`src/rtl/instr_encoder_if.sv`:
```
// Request/response bundle between an instruction-field producer and instr_encoder.
// The producer side is the master; the encoder is the slave.
interface instr_encoder_if #(
    parameter int CNT_W = 16
);
    logic             in_valid;
    logic             in_ready;
    logic             in_is_li32;
    logic [3:0]       in_group;
    logic [3:0]       in_ra;
    logic [3:0]       in_rb;
    logic [3:0]       in_rc;
    logic [3:0]       in_opcode;
    logic [15:0]      in_imm;
    logic [31:0]      in_imm32;
    logic             out_valid;
    logic             out_ready;
    logic [31:0]      out_instr;
    logic             out_bad;
    logic             out_last;
    logic [CNT_W-1:0] out_count;

    modport master (
        output in_valid, in_is_li32, in_group, in_ra, in_rb, in_rc,
               in_opcode, in_imm, in_imm32, out_ready,
        input  in_ready, out_valid, out_instr, out_bad, out_last, out_count
    );

    modport slave (
        input  in_valid, in_is_li32, in_group, in_ra, in_rb, in_rc,
               in_opcode, in_imm, in_imm32, out_ready,
        output in_ready, out_valid, out_instr, out_bad, out_last, out_count
    );
endinterface

```
`src/rtl/instr_encoder.sv`:
```
// Packs decoded Frost32 instruction fields into 32-bit words, expanding the
// LI32 macro into addi + cpyhi, behind a registered valid/ready output stage.
module instr_encoder #(
    parameter int CNT_W = 16
) (
    input  logic clk,
    input  logic rst,
    instr_encoder_if.slave bus
);
    typedef enum logic {IDLE, LI_HI} state_t;

    state_t      state;
    state_t      state_next;
    logic        load_ok;
    logic        accept;
    logic        load_en;
    logic        latch_hi;
    logic [31:0] word_d;
    logic        bad_d;
    logic        last_d;
    logic [3:0]  hi_ra;
    logic [15:0] hi_imm;

    // The output register may be reloaded whenever it is empty or being drained.
    assign load_ok      = !bus.out_valid || bus.out_ready;
    assign bus.in_ready = load_ok && (state == IDLE);
    assign accept       = bus.in_valid && bus.in_ready;

    always_ff @(posedge clk or posedge rst) begin
        if (rst) begin
            state <= IDLE;
        end else begin
            state <= state_next;
        end
    end

    always_comb begin
        state_next = state;
        case (state)
            IDLE:    if (accept && bus.in_is_li32 && (bus.in_imm32[31:16] != 16'h0000))
                         state_next = LI_HI;
            LI_HI:   if (load_ok)
                         state_next = IDLE;
            default: state_next = IDLE;
        endcase
    end

    // Selects the word to load: the pending cpyhi takes priority, so an LI32 pair stays contiguous.
    always_comb begin
        word_d   = 32'h0000_0000;
        bad_d    = 1'b0;
        last_d   = 1'b0;
        load_en  = 1'b0;
        latch_hi = 1'b0;
        if (state == LI_HI) begin
            load_en = load_ok;
            word_d  = {4'h1, hi_ra, 4'h0, 4'hD, hi_imm};
            last_d  = 1'b1;
        end else if (accept) begin
            load_en = 1'b1;
            if (bus.in_is_li32) begin
                word_d   = {4'h1, bus.in_ra, 4'h0, 4'h0, bus.in_imm32[15:0]};
                last_d   = (bus.in_imm32[31:16] == 16'h0000);
                latch_hi = (bus.in_imm32[31:16] != 16'h0000);
            end else begin
                last_d = 1'b1;
                if (bus.in_group == 4'h1) begin
                    word_d = {4'h1, bus.in_ra, bus.in_rb, bus.in_opcode, bus.in_imm};
                end else begin
                    word_d = {bus.in_group, bus.in_ra, bus.in_rb, bus.in_rc, 12'h000, bus.in_opcode};
                end
                bad_d = (bus.in_group > 4'h3)
                     || ((bus.in_group == 4'h0) && (bus.in_opcode >= 4'd12))
                     || ((bus.in_group == 4'h2) && (bus.in_opcode >= 4'd4))
                     || ((bus.in_group == 4'h3) && (bus.in_opcode >= 4'd8));
            end
        end
    end

    // Word fields only change on a load, so a stalled word stays put.
    always_ff @(posedge clk or posedge rst) begin
        if (rst) begin
            bus.out_valid <= 1'b0;
            bus.out_instr <= 32'h0000_0000;
            bus.out_bad   <= 1'b0;
            bus.out_last  <= 1'b0;
            bus.out_count <= '0;
            hi_ra         <= 4'h0;
            hi_imm        <= 16'h0000;
        end else begin
            if (bus.out_valid && bus.out_ready) begin
                bus.out_count <= bus.out_count + 1'b1;
            end
            if (load_en) begin
                bus.out_valid <= 1'b1;
                bus.out_instr <= word_d;
                bus.out_bad   <= bad_d;
                bus.out_last  <= last_d;
            end else if (bus.out_ready) begin
                bus.out_valid <= 1'b0;
            end
            if (latch_hi) begin
                hi_ra  <= bus.in_ra;
                hi_imm <= bus.in_imm32[31:16];
            end
        end
    end
endmodule
```
`src/flat_wrapper.sv`:
```
// flat-port wrapper written by rule: the top's interface ports become plain ports
module instr_encoder_flat 
#(
    parameter int CNT_W = 16
)
  (clk, rst, bus_in_valid, bus_in_is_li32, bus_in_group, bus_in_ra, bus_in_rb, bus_in_rc, bus_in_opcode, bus_in_imm, bus_in_imm32, bus_out_ready, bus_in_ready, bus_out_valid, bus_out_instr, bus_out_bad, bus_out_last, bus_out_count);
  instr_encoder_if #(.CNT_W(CNT_W)) bus_i ();
  input  logic clk;
  input  logic rst;
  input wire logic [$bits(bus_i.in_valid)-1:0] bus_in_valid;
  input wire logic [$bits(bus_i.in_is_li32)-1:0] bus_in_is_li32;
  input wire logic [$bits(bus_i.in_group)-1:0] bus_in_group;
  input wire logic [$bits(bus_i.in_ra)-1:0] bus_in_ra;
  input wire logic [$bits(bus_i.in_rb)-1:0] bus_in_rb;
  input wire logic [$bits(bus_i.in_rc)-1:0] bus_in_rc;
  input wire logic [$bits(bus_i.in_opcode)-1:0] bus_in_opcode;
  input wire logic [$bits(bus_i.in_imm)-1:0] bus_in_imm;
  input wire logic [$bits(bus_i.in_imm32)-1:0] bus_in_imm32;
  input wire logic [$bits(bus_i.out_ready)-1:0] bus_out_ready;
  output wire logic [$bits(bus_i.in_ready)-1:0] bus_in_ready;
  output wire logic [$bits(bus_i.out_valid)-1:0] bus_out_valid;
  output wire logic [$bits(bus_i.out_instr)-1:0] bus_out_instr;
  output wire logic [$bits(bus_i.out_bad)-1:0] bus_out_bad;
  output wire logic [$bits(bus_i.out_last)-1:0] bus_out_last;
  output wire logic [$bits(bus_i.out_count)-1:0] bus_out_count;
  assign bus_i.in_valid = bus_in_valid;
  assign bus_i.in_is_li32 = bus_in_is_li32;
  assign bus_i.in_group = bus_in_group;
  assign bus_i.in_ra = bus_in_ra;
  assign bus_i.in_rb = bus_in_rb;
  assign bus_i.in_rc = bus_in_rc;
  assign bus_i.in_opcode = bus_in_opcode;
  assign bus_i.in_imm = bus_in_imm;
  assign bus_i.in_imm32 = bus_in_imm32;
  assign bus_i.out_ready = bus_out_ready;
  assign bus_in_ready = bus_i.in_ready;
  assign bus_out_valid = bus_i.out_valid;
  assign bus_out_instr = bus_i.out_instr;
  assign bus_out_bad = bus_i.out_bad;
  assign bus_out_last = bus_i.out_last;
  assign bus_out_count = bus_i.out_count;
  instr_encoder #(.CNT_W(CNT_W)) u_core (.clk(clk), .rst(rst), .bus(bus_i));
endmodule
```
`config.mk`:
```
export PLATFORM = sky130hd
export DESIGN_NAME = instr_encoder_flat
export DESIGN_NICKNAME = d
export VERILOG_FILES = /design/src/rtl/instr_encoder_if.sv /design/src/rtl/instr_encoder.sv /design/src/flat_wrapper.sv
export SDC_FILE = /design/constraint.sdc
export NUM_CORES = 1
export LEC_CHECK = 0
export CELL_PAD_IN_SITES_DETAIL_PLACEMENT = 0
export CELL_PAD_IN_SITES_GLOBAL_PLACEMENT = 1
export CORE_MARGIN = 2
export CORE_UTILIZATION = 36
export DETAILED_ROUTE_END_ITERATION = 12
export HOLD_SLACK_MARGIN = 0.05
export PLACE_DENSITY_LB_ADDON = 0.1
export SKIP_CTS_REPAIR_TIMING = 1
export SLEW_MARGIN = 5
export SYNTH_ARGS = -nofsm -noshare
export SYNTH_HDL_FRONTEND = slang
export SYNTH_SLANG_ARGS = --single-unit
```
`constraint.sdc`:
```
create_clock -name clk -period 6.1 [get_ports clk]
set_input_delay 0.915 -clock clk [delete_from_list [all_inputs] [get_ports clk]]
set_output_delay 0.915 -clock clk [all_outputs]
set_load 0.005 [all_outputs]
```
# Word-level counts from Yosys, hierarchy flattened
# Cells that the tools add are included.
# W data, S select, Z words.
word_totals:
  inputBits: 73
  ff_bits: 72
op_classes:
  n_bitwise: 1
  addsub: 1
  n_mux: 20
  n_eq_ne: 3
  n_lt_le_gt_ge: 4
  n_reduce_logical: 17
op_table:
  columns: ["operator", "n"]
  rows:
  - ["$mux W32", 4]
  - ["$add A16 B1 Y16 const B", 1]
  - ["$logic_not A16 Y1", 1]
  - ["$reduce_bool A16 Y1", 1]
  - ["$mux W1", 15]
  - ["$eq A4 B2 Y1 const B", 2]
  - ["$ge A4 B4 Y1 const B", 2]
  - ["$logic_and A1 B1 Y1", 8]
  - ["$eq A4 B1 Y1 const B", 1]
  - ["$ge A4 B3 Y1 const B", 1]
  - ["$gt A4 B2 Y1 const B", 1]
  - ["$logic_not A4 Y1", 1]
  - ["$logic_or A1 B1 Y1", 4]
  - ["$pmux W1 S2", 1]
  - ["$reduce_bool A2 Y1", 1]
  - ["$logic_not A1 Y1", 1]
  - ["$not A1 Y1", 1]

# Longest topological paths before layout
depth:
  depth_word: 8
  depth_mapped: 7
  depth_no_buf: 5

# Worst setup path before layout
# No wires, ideal clock.
synth_timing:
  path_type: "input port to output port"
  from: "input port bus_out_ready"
  to: "output port bus_in_ready"
  arrival_ns: 1.465
  n_path_buf: 2
  stages: 4
  t_required_ns: 5.185
  slack_ns: 3.720
  cell_sequence: "nor2b_1 buf_2 clkbuf_1 nor2_1"
synth_between:
  elab_chain_cells: 2
synth_rtl:
  columns: ["element", "line_no", "text"]
  rows:
  - ["from (decl)", "flat_wrapper.sv:19", "input wire logic [$bits(bus_i.out_ready)-1:0] bus_out_ready;"]
  - ["$logic_or A1 B1 Y1", "instr_encoder.sv:25", "assign load_ok = !bus.out_valid || bus.out_ready;"]
  - ["$logic_and A1 B1 Y1", "instr_encoder.sv:26", "assign bus.in_ready = load_ok && (state == IDLE);"]
  - ["to (decl)", "flat_wrapper.sv:20", "output wire logic [$bits(bus_i.in_ready)-1:0] bus_in_ready;"]
# Every way passes these cells.

# Worst setup path in the final report
# Same ends and word-level chain as after synthesis.

==> flow_metrics.py <==
metrics = {
    "timing": {
        "finalSetupViolCount": 0,
        "finalCritPeriodShare_pct": 52.8,
        "fmax_ghz": 0.310,
        "rsz0062_at_grt": "false",
        "setup_slack_ns": 2.88,
        "slew_headroom_pct": 32.5,
        "skew_ns": 0.00874,
        "tightest_slew_ns": 1.01,
        "hold-worst-slack_ns": 0.472,
        "finalHoldViolCount": 0,
        "setup_tns_ns": 0,
        "period_needed_ns": 3.22,
        "slew_viol_final": 0,
    },
    "setup_path": {
        "reg2reg_from": "u_core.state",
        "path_buf_inv": 3,
        "reg2reg_depth": 4,
        "critPathRequiredTime_ns": 5.18,
        "crit_fanout": 19,
        "critPathLaunch": "bus_out_ready",
        "r2r_end": "u_core.bus.out_instr[3]",
        "arrival_ns": 2.31,
        "cpLargestDelayFamily": "buffers and inverters",
        "startpoint_type": "primary input",
        "cpMostUsedCell": "clkdlybuf4s50_1",
        "cp_cell_sequence": "clkdlybuf4s50_1 > nor2b_1 > buf_4 > nor2_1 > clkdlybuf4s50_1",
        "reg2reg_slack_ns": 3.74,
        "setup.worst_path.class": "primary input to output port",
        "critPathMaxStageDelay_ns": 0.52,
        "cp-end-kind": "output port",
        "cp_slowest_cell": "clkdlybuf4s50_1",
    },
    "global_route": {
        "grt_pass1_wl_um": 13600,
        "antenna_found_initial": 0,
        "grt_max_degree": 73,
        "grt_pass1_vias": 2656,
        "grt_overflow": 0,
        "grtUsageTotal_pct": 17.4,
    },
    "final_layout": {
        "instances_no_fill": 529,
        "nets": 487,
        "regArea_um2": 1800,
        "area_growth_pct": 46.7,
        "multiInputGateArea_um2": 1470,
        "antenna_cells": 0,
        "post_route_cells_drive_above_1_share_pct": 15.1,
        "n_fill_cell": 811,
    },
    "yosys": {
        "ys_warn_count": 0,
        "synth_edf_count": 0,
        "synth_nets": 366,
        "ys_seq_elements": 72,
        "yosys-top-cells-area": "dfrtp_1 53%, mux2_4 8.0%, or3b_2 3.4%, o21ai_0 3.0%, xnor2_1 2.9%",
        "syn_area_per_cell_um2": 11.5,
        "syn_area_um2": 3370,
        "synth-main-ff-cell": "dfrtp_1",
        "yosysSeqAreaShare_pct": 53.5,
        "ys_top_cells_by_count": "72 x dfrtp_1, 25 x nand2_1, 20 x nor2_1, 20 x o21ai_0, 18 x mux2_4",
        "synth_area_leader_cell": "dfrtp_1",
        "yosysMostFrequentCell": "dfrtp_1",
        "yosysTopAreaCellShare_pct": 53.5,
        "yosysUniqueCellTypes": 35,
        "synthCells": 292,
        "async_flop_share_pct": 100,
    },
    "route": {
        "dr.first_iter.drc_count": 82,
        "wl_um": 8490,
        "routedWlPerCell_um": 16.0,
        "ant_nets": 0,
        "dr.pass1.iters": 4,
        "vias": 2646,
        "drt-vias-per-instance": 5.00,
        "drcViolationCount": 0,
    },
    "power": {
        "p_leak_nw": 2.06,
        "power_density_nw_per_um2": 303,
        "comb_power_share_pct": 25.8,
        "switching_share_pct": 26.0,
        "internal_power_mw": 1.11,
        "seq_power_share_pct": 43.4,
        "p_switching_uw": 391,
        "clkPwrFrac_pct": 30.8,
        "vdd_drop_max_v": 0.000142,
    },
    "floorplan": {
        "fp.dieH_um": 101,
        "die_width_um": 101,
        "dieArea_um2": 10200,
        "pin_count": 125,
        "coreArea_um2": 9150,
        "initial_core_util_pct": 36.8,
        "fp-row-count": 35,
    },
    "clock_tree": {
        "clock-sinks": 72,
        "cts_max_path_buffers": 2,
        "cts_max_level": 3,
        "cts_inserted_buffers": 9,
        "cts_root_buf": "clkbuf_8",
        "tritoncts": "done",
        "clkLatencyLatePin_ns": 0.35,
        "path_clk_slew_ns": 0.08,
    },
    "hold_path": {
        "hp-start": "u_core.bus.out_count[15]",
        "min_path_type": "flop to flop",
        "worstHoldPathCells": 1,
        "min_to": "u_core.bus.out_count[15]",
    },
    "place": {
        "dpl.hpwl_um": 6050,
        "io_buffers": 124,
        "dp.cells": 513,
        "gp_congestion": 0.733,
        "post-place-ws_ns": 2.84,
    },
    "flow_run": {
        "max_cap_viol_count": 0,
    },
    "outcome": {
        "status": "finished clean",
    },
}
per-stage QoR:
stage	cell area [um^2]	total power, mW	utilization, %
after floorplan	3370	0.821	-
after global placement	4700	1.04	51.4
after detailed placement	4700	1.05	51.4
after CTS	4950	1.52	54.0
after global routing	4950	1.59	54.0
final	4950	1.50	54.0
worst max path at each step:
stage                                          to  depth (start not counted)
after floorplan                u_core.bus.out_bad                          1
after global placement               bus_in_ready                          5
after detailed placement  u_core.bus.out_instr[3]                          7
after CTS                            bus_in_ready                          5
after global routing                 bus_in_ready                          5
final                                bus_in_ready                          5
flip-flops by register name, indices dropped and copies added, names as in the netlist:
register              flops
u_core.hi_ra              4
u_core.bus.out_last       1
u_core.bus.out_valid      1
u_core.bus.out_instr     32
u_core.hi_imm            16
u_core.bus.out_count     16
u_core.state              1
u_core.bus.out_bad        1
final cells by class:
type                    count  area share, %
flip-flops and latches     72           36.4
well taps                 111           2.81
multi-input cells         197           29.7
repair buffers            129           25.9
clock inverters             6           2.33
inverters                   4          0.329
clock buffers              10           2.58
layer usage:
metal | wire length, um | GRT usage (%) | share of wire [%] | up-vias
li1 | - | - | - | 1286
met1 | 4060 | 24.7 | 48 | 1263
met2 | 3760 | 25.2 | 44 | 84
met3 | 507 | 4.92 | 6.0 | 13
met4 | 154 | 6.95 | 1.8 | 0
met5 | 0 | 0 | 0 | -
kinds of logic after synthesis:
logic type,after synthesis,share of synthesized area (%)
and+or+nand+nor,97,16.6
DFF,72,53.5
AOI/OAI and AO/OA,55,11.0
muxes,29,11.4
buffers and inverters,23,3.27
xor gates and xnor gates,15,3.90
adders and majority gates,1,0.371
power by group through the flow:
| stage | registers [mW] | logic (mW) | clock network (mW) |
|---|---|---|---|
| floorplan | 0.647 | 0.174 | 0 |
| global placement | 0.658 | 0.385 | 0 |
| detailed placement | 0.659 | 0.393 | 0 |
| CTS | 0.652 | 0.393 | 0.473 |
| global route | 0.666 | 0.425 | 0.497 |
| finish | 0.652 | 0.387 | 0.462 |
cell usage in the layout, fill, tap and decap left out, drive strengths merged, types with 3 or more instances in the layout:
cell / count
a221o: 3
a221oi: 5
a22o: 9
a31oi: 12
and3: 4
buf: 5
bufinv: 3
clkbuf: 10
clkdlybuf4s50: 124
dfrtp: 72
inv: 5
mux2: 22
mux2i: 7
nand2: 25
nand3: 3
nand3b: 12
nand4: 5
nor2: 20
nor2b: 3
nor4: 5
o21a: 4
o21ai: 20
or2: 3
or3b: 13
xnor2: 11
xor2: 4
Note: power is estimated with default switching activity, not from simulation.
